`src/rtl/mcntl_noc_tx.sv`:
```
// mcntl_noc_tx: transmit-side packetizer for the manager controller.
//
// Takes a header request (type, payload type, destination manager, word count)
// and a stream of data words, then frames those words as one NoC packet.
// Framing uses cntl: SOM=01, MOM=00, EOM=10, SOM_EOM=11.
//
// Data words are staged in a small FIFO. Writes into the FIFO are accepted in
// any FSM state. Words beyond the current packet length stay queued for the
// next packet.
//
// NoC back-pressure (noc__mcntl__ready) is registered once before use. After
// ready is dropped, the NoC still absorbs the word(s) already in flight.
//
// Optional build macro MCNTL_NOC_TX_LOCAL_DROP_EN: when defined, a packet
// addressed to this manager (req_mgrId == sys__mgr__mgrId) is silently drained
// from the FIFO instead of being sent, and it is not counted.
//
// Ports:
//   clk, reset_poweron_n            clock, asynchronous active-low reset
//   mcntl__tx__req_*                header request (valid/ready handshake)
//   mcntl__tx__data*                data-word stream into the FIFO
//   tx__mcntl__data_ready           FIFO not full
//   mcntl__noc__*                   registered NoC word outputs
//   noc__mcntl__ready               NoC can accept (used one cycle late)
//   sys__mgr__mgrId                 own manager ID
//   tx__mcntl__busy                 packet in progress
//   tx__mcntl__pkt_count            packets completed (wraps)
//   tx__mcntl__err_zero_len         one-cycle pulse on a zero-length request

`ifndef MGR_NOC_CONT_NOC_PACKET_TYPE_RANGE
`define MGR_NOC_CONT_NOC_PACKET_TYPE_RANGE 2:0
`endif
`ifndef MGR_NOC_CONT_NOC_PAYLOAD_TYPE_RANGE
`define MGR_NOC_CONT_NOC_PAYLOAD_TYPE_RANGE 1:0
`endif
`ifndef MGR_MGR_ID_RANGE
`define MGR_MGR_ID_RANGE 3:0
`endif
`ifndef MGR_NOC_CONT_INTERNAL_DATA_RANGE
`define MGR_NOC_CONT_INTERNAL_DATA_RANGE 31:0
`endif
`ifndef COMMON_STD_INTF_CNTL_RANGE
`define COMMON_STD_INTF_CNTL_RANGE 1:0
`endif

module mcntl_noc_tx #(
    parameter int DATA_FIFO_DEPTH = 4,
    parameter int MAX_PKT_WORDS   = 16,
    parameter int PKT_CNT_WIDTH   = 16,
    localparam int LEN_W = $clog2(MAX_PKT_WORDS) + 1,
    localparam int PTR_W = $clog2(DATA_FIFO_DEPTH),
    localparam int CNT_W = PTR_W + 1
) (
    input  logic                                        clk,
    input  logic                                        reset_poweron_n,
    input  logic                                        mcntl__tx__req_valid,
    input  logic [`MGR_NOC_CONT_NOC_PACKET_TYPE_RANGE]  mcntl__tx__req_type,
    input  logic [`MGR_NOC_CONT_NOC_PAYLOAD_TYPE_RANGE] mcntl__tx__req_ptype,
    input  logic [`MGR_MGR_ID_RANGE]                    mcntl__tx__req_mgrId,
    input  logic [LEN_W-1:0]                            mcntl__tx__req_num_words,
    output logic                                        tx__mcntl__req_ready,
    input  logic                                        mcntl__tx__data_valid,
    input  logic [`MGR_NOC_CONT_INTERNAL_DATA_RANGE]    mcntl__tx__data,
    output logic                                        tx__mcntl__data_ready,
    output logic                                        mcntl__noc__valid,
    output logic [`COMMON_STD_INTF_CNTL_RANGE]          mcntl__noc__cntl,
    output logic [`MGR_NOC_CONT_NOC_PACKET_TYPE_RANGE]  mcntl__noc__type,
    output logic [`MGR_NOC_CONT_NOC_PAYLOAD_TYPE_RANGE] mcntl__noc__ptype,
    output logic [`MGR_NOC_CONT_INTERNAL_DATA_RANGE]    mcntl__noc__data,
    output logic                                        mcntl__noc__pvalid,
    output logic [`MGR_MGR_ID_RANGE]                    mcntl__noc__mgrId,
    input  logic                                        noc__mcntl__ready,
    input  logic [`MGR_MGR_ID_RANGE]                    sys__mgr__mgrId,
    output logic                                        tx__mcntl__busy,
    output logic [PKT_CNT_WIDTH-1:0]                    tx__mcntl__pkt_count,
    output logic                                        tx__mcntl__err_zero_len
);

`ifdef MCNTL_NOC_TX_LOCAL_DROP_EN
    localparam logic LOCAL_DROP_EN = 1'b1;
`else
    localparam logic LOCAL_DROP_EN = 1'b0;
`endif

    localparam logic [CNT_W-1:0] FIFO_FULL = CNT_W'(DATA_FIFO_DEPTH);
    localparam logic [LEN_W-1:0] MAX_LEN   = LEN_W'(MAX_PKT_WORDS);

    typedef enum logic [0:0] {
        ST_IDLE = 1'b0,
        ST_SEND = 1'b1
    } state_e;

    state_e state_q, state_d;
    logic   ready_d1_q;

    // FIFO storage and bookkeeping
    logic [`MGR_NOC_CONT_INTERNAL_DATA_RANGE] mem_q [DATA_FIFO_DEPTH];
    logic [PTR_W-1:0] wr_ptr_q, wr_ptr_d;
    logic [PTR_W-1:0] rd_ptr_q, rd_ptr_d;
    logic [CNT_W-1:0] count_q, count_d;
    logic             push_s, pop_s, fifo_empty_s;

    // Latched header of the packet in progress
    logic [`MGR_NOC_CONT_NOC_PACKET_TYPE_RANGE]  hdr_type_q, hdr_type_d;
    logic [`MGR_NOC_CONT_NOC_PAYLOAD_TYPE_RANGE] hdr_ptype_q, hdr_ptype_d;
    logic [`MGR_MGR_ID_RANGE]                    hdr_mgr_q, hdr_mgr_d;
    logic [LEN_W-1:0]                            len_q, len_d;
    logic [LEN_W-1:0]                            rem_q, rem_d;
    logic                                        drop_q, drop_d;

    // Registered NoC outputs
    logic                                        valid_q, valid_d;
    logic [`COMMON_STD_INTF_CNTL_RANGE]          cntl_q, cntl_d;
    logic [`MGR_NOC_CONT_NOC_PACKET_TYPE_RANGE]  type_q, type_d;
    logic [`MGR_NOC_CONT_NOC_PAYLOAD_TYPE_RANGE] ptype_q, ptype_d;
    logic [`MGR_NOC_CONT_INTERNAL_DATA_RANGE]    data_q, data_d;
    logic [`MGR_MGR_ID_RANGE]                    mgr_q, mgr_d;
    logic [PKT_CNT_WIDTH-1:0]                    pkt_count_q, pkt_count_d;
    logic                                        err_q, err_d;

    // Full is judged on the registered count, so a pop in the same cycle
    // never opens room for a push at full.
    assign tx__mcntl__data_ready = (count_q != FIFO_FULL);
    assign push_s                = mcntl__tx__data_valid & tx__mcntl__data_ready;
    assign fifo_empty_s          = (count_q == {CNT_W{1'b0}});

    assign tx__mcntl__req_ready    = (state_q == ST_IDLE);
    assign tx__mcntl__busy         = (state_q == ST_SEND);
    assign mcntl__noc__valid       = valid_q;
    assign mcntl__noc__pvalid      = valid_q;
    assign mcntl__noc__cntl        = cntl_q;
    assign mcntl__noc__type        = type_q;
    assign mcntl__noc__ptype       = ptype_q;
    assign mcntl__noc__data        = data_q;
    assign mcntl__noc__mgrId       = mgr_q;
    assign tx__mcntl__pkt_count    = pkt_count_q;
    assign tx__mcntl__err_zero_len = err_q;

    // FSM next state, header capture, word launch and output register values
    always_comb begin
        state_d     = state_q;
        hdr_type_d  = hdr_type_q;
        hdr_ptype_d = hdr_ptype_q;
        hdr_mgr_d   = hdr_mgr_q;
        len_d       = len_q;
        rem_d       = rem_q;
        drop_d      = drop_q;
        valid_d     = 1'b0;
        cntl_d      = cntl_q;
        type_d      = type_q;
        ptype_d     = ptype_q;
        data_d      = data_q;
        mgr_d       = mgr_q;
        pkt_count_d = pkt_count_q;
        err_d       = 1'b0;
        pop_s       = 1'b0;
        case (state_q)
            ST_IDLE: begin
                if (mcntl__tx__req_valid) begin
                    if (mcntl__tx__req_num_words == {LEN_W{1'b0}}) begin
                        err_d = 1'b1;
                    end else begin
                        state_d     = ST_SEND;
                        hdr_type_d  = mcntl__tx__req_type;
                        hdr_ptype_d = mcntl__tx__req_ptype;
                        hdr_mgr_d   = mcntl__tx__req_mgrId;
                        len_d       = (mcntl__tx__req_num_words > MAX_LEN) ?
                                      MAX_LEN : mcntl__tx__req_num_words;
                        rem_d       = len_d;
                        drop_d      = LOCAL_DROP_EN &
                                      (mcntl__tx__req_mgrId == sys__mgr__mgrId);
                    end
                end else begin
                    state_d = ST_IDLE;
                end
            end
            ST_SEND: begin
                // Dropped packets drain at full rate without waiting on the NoC.
                if (!fifo_empty_s && (ready_d1_q || drop_q)) begin
                    pop_s = 1'b1;
                    rem_d = rem_q - LEN_W'(1);
                    if (!drop_q) begin
                        valid_d = 1'b1;
                        // cntl[1] marks the last word, cntl[0] the first.
                        cntl_d  = {(rem_q == LEN_W'(1)), (rem_q == len_q)};
                        type_d  = hdr_type_q;
                        ptype_d = hdr_ptype_q;
                        mgr_d   = hdr_mgr_q;
                        data_d  = mem_q[rd_ptr_q];
                    end else begin
                        valid_d = 1'b0;
                    end
                    if (rem_q == LEN_W'(1)) begin
                        state_d = ST_IDLE;
                        if (!drop_q) begin
                            pkt_count_d = pkt_count_q + PKT_CNT_WIDTH'(1);
                        end else begin
                            pkt_count_d = pkt_count_q;
                        end
                    end else begin
                        state_d = ST_SEND;
                    end
                end else begin
                    state_d = ST_SEND;
                end
            end
            default: begin
                state_d = ST_IDLE;
            end
        endcase
    end

    // FIFO pointer and occupancy next values
    always_comb begin
        wr_ptr_d = push_s ? (wr_ptr_q + PTR_W'(1)) : wr_ptr_q;
        rd_ptr_d = pop_s  ? (rd_ptr_q + PTR_W'(1)) : rd_ptr_q;
        case ({push_s, pop_s})
            2'b10:   count_d = count_q + CNT_W'(1);
            2'b01:   count_d = count_q - CNT_W'(1);
            default: count_d = count_q;
        endcase
    end

    // FIFO storage write
    always_ff @(posedge clk or negedge reset_poweron_n) begin
        if (!reset_poweron_n) begin
            for (int i = 0; i < DATA_FIFO_DEPTH; i++) begin
                mem_q[i] <= '0;
            end
        end else if (push_s) begin
            mem_q[wr_ptr_q] <= mcntl__tx__data;
        end
    end

    // State, header, FIFO bookkeeping and output registers
    always_ff @(posedge clk or negedge reset_poweron_n) begin
        if (!reset_poweron_n) begin
            state_q     <= ST_IDLE;
            ready_d1_q  <= 1'b0;
            wr_ptr_q    <= '0;
            rd_ptr_q    <= '0;
            count_q     <= '0;
            hdr_type_q  <= '0;
            hdr_ptype_q <= '0;
            hdr_mgr_q   <= '0;
            len_q       <= '0;
            rem_q       <= '0;
            drop_q      <= 1'b0;
            valid_q     <= 1'b0;
            cntl_q      <= '0;
            type_q      <= '0;
            ptype_q     <= '0;
            data_q      <= '0;
            mgr_q       <= '0;
            pkt_count_q <= '0;
            err_q       <= 1'b0;
        end else begin
            state_q     <= state_d;
            ready_d1_q  <= noc__mcntl__ready;
            wr_ptr_q    <= wr_ptr_d;
            rd_ptr_q    <= rd_ptr_d;
            count_q     <= count_d;
            hdr_type_q  <= hdr_type_d;
            hdr_ptype_q <= hdr_ptype_d;
            hdr_mgr_q   <= hdr_mgr_d;
            len_q       <= len_d;
            rem_q       <= rem_d;
            drop_q      <= drop_d;
            valid_q     <= valid_d;
            cntl_q      <= cntl_d;
            type_q      <= type_d;
            ptype_q     <= ptype_d;
            data_q      <= data_d;
            mgr_q       <= mgr_d;
            pkt_count_q <= pkt_count_d;
            err_q       <= err_d;
        end
    end

endmodule

```
`config.mk`:
```
export PLATFORM = sky130hd
export DESIGN_NAME = mcntl_noc_tx
export DESIGN_NICKNAME = d
export VERILOG_FILES = /design/src/rtl/mcntl_noc_tx.sv
export SDC_FILE = /design/constraint.sdc
export NUM_CORES = 1
export LEC_CHECK = 0
export CORE_MARGIN = 4
export CORE_UTILIZATION = 40
export DETAILED_ROUTE_END_ITERATION = 10
export GPL_TIMING_DRIVEN = 0
export PLACE_DENSITY = 0.66
export RECOVER_POWER = 100
export SLEW_MARGIN = 15
export SYNTH_ARGS = -nofsm -noshare
export SYNTH_HDL_FRONTEND = slang
export SYNTH_SLANG_ARGS = --single-unit
export TNS_END_PERCENT = 100
```
`constraint.sdc`:
```
create_clock -name clk -period 2.6 [get_ports clk]
set_clock_uncertainty 0.2 [all_clocks]
set_input_delay 0.26 -clock clk [delete_from_list [all_inputs] [get_ports clk]]
set_output_delay 0.26 -clock clk [all_outputs]
set_load 0.02 [all_outputs]
```
## Word-level counts from Yosys, hierarchy flattened

Cells that the tools add are included.
W data, S select, Z words.

| storage, ports and cells | value |
|---|---|
| output and inout bits | 65 |
| memories | 0 |
| memory bits (read-only) | 0 |
| input port bits | 55 |
| bits in writable memories | 0 |
| register bits | 217 |
| latch bits | 0 |

| cells by class | value |
|---|---|
| magnitude comparators | 4 |
| reductions and logical operators | 10 |
| eq/ne operators | 8 |
| multiply operators | 0 |
| shift operators | 0 |
| add/sub/neg operators | 6 |
| divide/modulo/power cells | 0 |
| bitwise gates (word level) | 5 |
| mux-type cells | 22 |

Operators by type and width:

| kind | count |
|---|---|
| $bwmux W128 | 1 |
| $mux W32 | 3 |
| $bmux W32 S2 | 1 |
| $demux W32 S2 | 1 |
| $mux W5 | 4 |
| $add A16 B1 Y16 const B | 1 |
| $pmux W5 S2 | 1 |
| $mux W1 | 9 |
| $reduce_and A3 Y1 | 3 |
| $ge A3 B3 Y1 const B | 2 |
| $not A2 Y3 | 2 |
| $pmux W3 S2 | 1 |
| $eq A5 B1 Y1 const B | 1 |
| $eq A5 B5 Y1 | 1 |
| $gt A5 B5 Y1 const B | 1 |
| $logic_not A5 Y1 | 1 |
| $sub A5 B1 Y5 const B | 1 |
| $add A2 B1 Y2 const B | 2 |
| $ne A2 B2 Y1 const B | 2 |
| $add A3 B1 Y3 const B | 1 |
| $logic_not A3 Y1 | 1 |
| $lt A3 B1 Y1 const B | 1 |
| $ne A3 B3 Y1 const B | 1 |
| $sub A3 B1 Y3 const B | 1 |
| 10 further kinds | 12 |

## Depth between registers and ports, before layout

| depth | value |
|---|---|
| depth in word-level cells | 7 |
| gate-level depth with buffers | 11 |

## Worst setup path after synthesis

No wires, ideal clock.

| timing path | value |
|---|---|
| path kind | register to register |
| start point | reg state_q (netlist: tx__mcntl__busy) |
| end point | reg count_q[2] |
| clock period less this slack | 2864 ps |
| required time | 2321 ps |
| slack | -264 ps |
| buffers on the path | 3 |
| arrival | 2584 ps |
| cell stages (with the launch flop) | 12 |
| cells stage by stage | dfrtp_1 clkbuf_1 o311ai_1 inv_1 clkbuf_1 clkbuf_1 ha_1 inv_1 fa_1 xor2_1 nor2_1 xor2_1 |

| on the way | value |
|---|---|
| longest elaborated chain between the ends | 3 |
| elaborated cells on any way between the ends | 5 |
| those cells by class | eq/ne (2); mux (2); reduce/logical (1) |

RTL lines:

| element | RTL line | text |
|---|---|---|
| from (decl) | 93 | `state_e state_q, state_d;` |
| from (signal assigned) | 258 | `state_q <= state_d;` |
| $mux W1 (*) | 157 | `case (state_q)` |
| named net pop_s | 101 | `logic push_s, pop_s, fifo_empty_s;` |
| $eq A2 B1 Y1 or $eq A2 B2 Y1 (tied branches) | 217 | `case ({push_s, pop_s})` |
| $pmux W3 S2 or $reduce_bool A2 Y1 (tied branches) | -- |  |
| to (signal assigned) | 262 | `count_q <= count_d;` |
| to (decl) | 100 | `logic [CNT_W-1:0] count_q, count_d;` |

The timed path passes the listed nets; every way through them passes the cells marked *.
A chain may end at the register's enable or synchronous reset.

## Worst setup path after layout

| timing path | value |
|---|---|
| start point | reg count_q[1] |
| end point | reg count_q[2] |

| on the way | value |
|---|---|
| longest elaborated chain between the ends | 7 |
| elaborated cells on any way between the ends | 13 |
| those cells by class | add/sub (2); eq/ne (3); mux (3); bitwise (1); reduce/logical (4) |

RTL lines:

| element | RTL line | text |
|---|---|---|
| $logic_not A3 Y1 (*) | 125 | `assign fifo_empty_s = (count_q == {CNT_W{1'b0}});` |
| $logic_not A1 Y1 (*) | 179 | `if (!fifo_empty_s && (ready_d1_q \|\| drop_q)) begin` |
| $logic_and A1 B1 Y1 (*) | 179 |  |
| $mux W1 (*) | 179 |  |
| $mux W1 (*) | 157 |  |
| named net pop_s | 101 |  |
| $eq A2 B1 Y1 or $eq A2 B2 Y1 (tied branches) | 217 |  |
| $pmux W3 S2 or $reduce_bool A2 Y1 (tied branches) | -- |  |

Marked as above.

==> impl_metrics.yaml <==
global_route:
  busiest_layer: "met2"
  grt_pass1_wl_um: 32800
  grt_usage: 0.157
  grt_max_degree: 85
  use_met2: 0.258
  met3_usage: 0.0328
  grt_pass1_vias: 6068
  overflow: 0
  antenna_found_initial: 1
  grtUsageMet1: 0.219
clock_tree:
  cts_tree: "done"
  clk_pin_slew_ps: 60
  clock_latency_ps: 520
  numClockSinks: 217
  root_buffer: "clkbuf_16"
  numCtsBuffers: 25
  htree_levels: 1
  clockBufferDepth: 3
synth:
  synth_cells: 685
  avgSynthCellArea_um2: 13.5
  ys_seq_area_frac: 0.588
  synth_edf_count: 0
  synth_area_mm2: 0.00924
  synth_seq_cells: 217
  syn_nets: 749
  ys_warn_count: 0
  synth-main-ff-cell: "dfrtp_1"
  synth_cell_types: 40
  async_reset_ff_frac: 1.00
place:
  placedInstanceArea_mm2: 0.0108
  dp_slack_ps: -408
  gpl.final_weighted_congestion: 0.760
  port_buffers: 115
  dpl.hpwl_um: 13400
min_path:
  hp-class: "input port to asynchronous set/reset pin"
sta:
  max_slew_margin: 0.425
  hold_ws_ps: 54.5
  finalHoldViolations: 0
  fin_crit_sh: 0.938
  fmax_mhz: 410
  period_minus_slack_ps: 2440
  worstMarginPinSlew_ps: 863
  setup_viol: 0
  drv_slew: 0
  fin_setup_tns_ps: 0
  fin_ws_ps: 162
die:
  ioPinCount: 120
  row_count: 55
  start_util: 0.407
  dieArea_mm2: 0.0256
  die_w_um: 160
  die_h_um: 160
  fp.coreArea_mm2: 0.0227
worst_setup_path:
  crit_fanout: 11
  required_ps: 2790
  cp-start-kind: "flop"
  cp_num_buf_inv: 4
  reg2reg_slack_ps: 160
  slowest_stage: "dfrtp_1"
  crit_type: "flop to flop"
  cp.arrival_ps: 2630
  path_cells: "o311ai_4 -> inv_1 -> buf_8 -> buf_8 -> ha_1 -> inv_1 -> fa_1 -> xor2_1 -> nor2_1 -> xor2_1"
  crit_family: "buffers and inverters"
  end_kind: "flop"
  cpPeakStageDelay_ps: 450
final_layout:
  final_util: 0.514
  stdcell_area_mm2: 0.0117
  area_growth_pct: 26.4
  diodes: 0
  drive_gt1_frac: 0.270
  final_cell_mix: "dfrtp_1 (217), nand2_1 (144), mux2_2 (139)"
  final_common_cell: "dfrtp_1"
  nets: 894
power_and_ir_drop:
  p_leak_uw: 0.00518
  ir_drop_uv: 579
  power.density_mw_per_mm2: 1280
job:
  cap_violations: 0
route:
  drc: 0
  final_antenna_net_count: 0
  drt-initial-drc-count: 232
  dr.pass1.iters: 4
  via_count: 5725
  vias_per_cell: 5.05
  wl_um: 20000
  avgRoutedWirePerCell_um: 17.6
run_status:
  status: "finished clean"
-- state kept, by name, summed over array words and instances (netlist names), 2 cells and up --
signal / count
mem_q: 128
mcntl__noc__mgrId: 4
mcntl__noc__cntl: 2
count_q: 3
wr_ptr_q: 2
hdr_mgr_q: 4
mcntl__noc__ptype: 2
mcntl__noc__data: 32
rd_ptr_q: 2
rem_q: 5
hdr_ptype_q: 2
len_q: 5
tx__mcntl__pkt_count: 16
mcntl__noc__type: 3
hdr_type_q: 3
-- timing repair --
item,4_1_cts,5_1_grt
hold buffers,1,0
resized for setup,7,5
hold endpoints to repair,133,0
setup buffers,0,0
endpoints found under the setup margin,48,100
-- cells by family (layout without fill, tap and decap cells) --
kind of cell,Yosys count,count (layout),share of synthesized area
AOI/OAI and AO/OA,20,20,0.0150
DFF,217,217,0.588
xor gates and xnor gates,26,26,0.0247
and+or+nand+nor,194,194,0.0889
adders and majority gates,9,9,0.0130
muxes,173,173,0.250
buffers and inverters,46,209,0.0209
-- cell usage after synthesis, types with 2 or more instances --
| cell | number | share of area |
|---|---|---|
| dfrtp_1 | 217 | 0.59 |
| nand2_1 | 144 | 0.059 |
| mux2_2 | 139 | 0.17 |
| mux4_2 | 32 | 0.078 |
| buf_1 | 18 | 0.0073 |
| clkbuf_1 | 14 | 0.0057 |
| nor2_1 | 13 | 0.0053 |
| xnor2_1 | 13 | 0.012 |
| xor2_1 | 13 | 0.012 |
| nand3_1 | 11 | 0.0060 |
| inv_1 | 10 | 0.0041 |
| ha_1 | 8 | 0.011 |
| o21ai_0 | 8 | 0.0043 |
| and3_1 | 5 | 0.0034 |
| nand2b_1 | 4 | 0.0027 |
| nor4_1 | 4 | 0.0027 |
| nor3_1 | 3 | 0.0016 |
| a21oi_1 | 2 | 0.0011 |
| buf_6 | 2 | 0.0024 |
| mux2i_1 | 2 | 0.0022 |
| nand4_1 | 2 | 0.0014 |
| nor3b_1 | 2 | 0.0016 |
| o221a_2 | 2 | 0.0024 |
-- metrics by stage --
step | cells | total power (uW)
finish | 1133 | 15000
floorplan | 685 | 9700
CTS | 1133 | 15200
detailed placement | 1087 | 11700
global placement | 1085 | 11500
global route | 1133 | 16000
-- area by class of cell --
| class | instances | area, um^2 |
|---|---|---|
| inverter | 10 | 37.5 |
| buffer | 36 | 183 |
| timing repair buffer | 118 | 1220 |
| clock inverter | 7 | 58.8 |
| tap | 285 | 357 |
| clock buffer | 38 | 754 |
| sequential | 217 | 5430 |
| multi-input combinational | 422 | 3630 |
| fill | 2010 | 11000 |
-- per-layer routing --
metal / vias to the layer above / part of all wire
met3: 31 / 0.046
met1: 2899 / 0.46
met2: 129 / 0.48
met5: - / 0.00065
li1: 2664 / -
met4: 2 / 0.017
-- final timing paths --
path / start / cells past startpoint / to
setup / recovery: count_q[1]$_DFFE_PN0P_ / 10 / count_q[2]$_DFFE_PN0P_
hold / removal: reset_poweron_n / 2 / tx__mcntl__pkt_count[3]$_DFFE_PN0P_
setup reg to reg: count_q[1]$_DFFE_PN0P_ / 10 / count_q[2]$_DFFE_PN0P_
hold reg to reg: hdr_type_q[1]$_DFFE_PN0P_ / 2 / mcntl__noc__type[1]$_DFFE_PN0P_
max in group asynchronous: reset_poweron_n / 4 / wr_ptr_q[1]$_DFFE_PN0P_
min in group clk: noc__mcntl__ready / 1 / ready_d1_q$_DFF_PN0_
-- power by group --
part           total, uW  internal [uW]  switching, uW
combinational       5760           3160           2600
clock               3380           2010           1370
sequential          5820           4970            849
total              15000          10100           4820
Note: power is estimated with default switching activity, not from simulation.
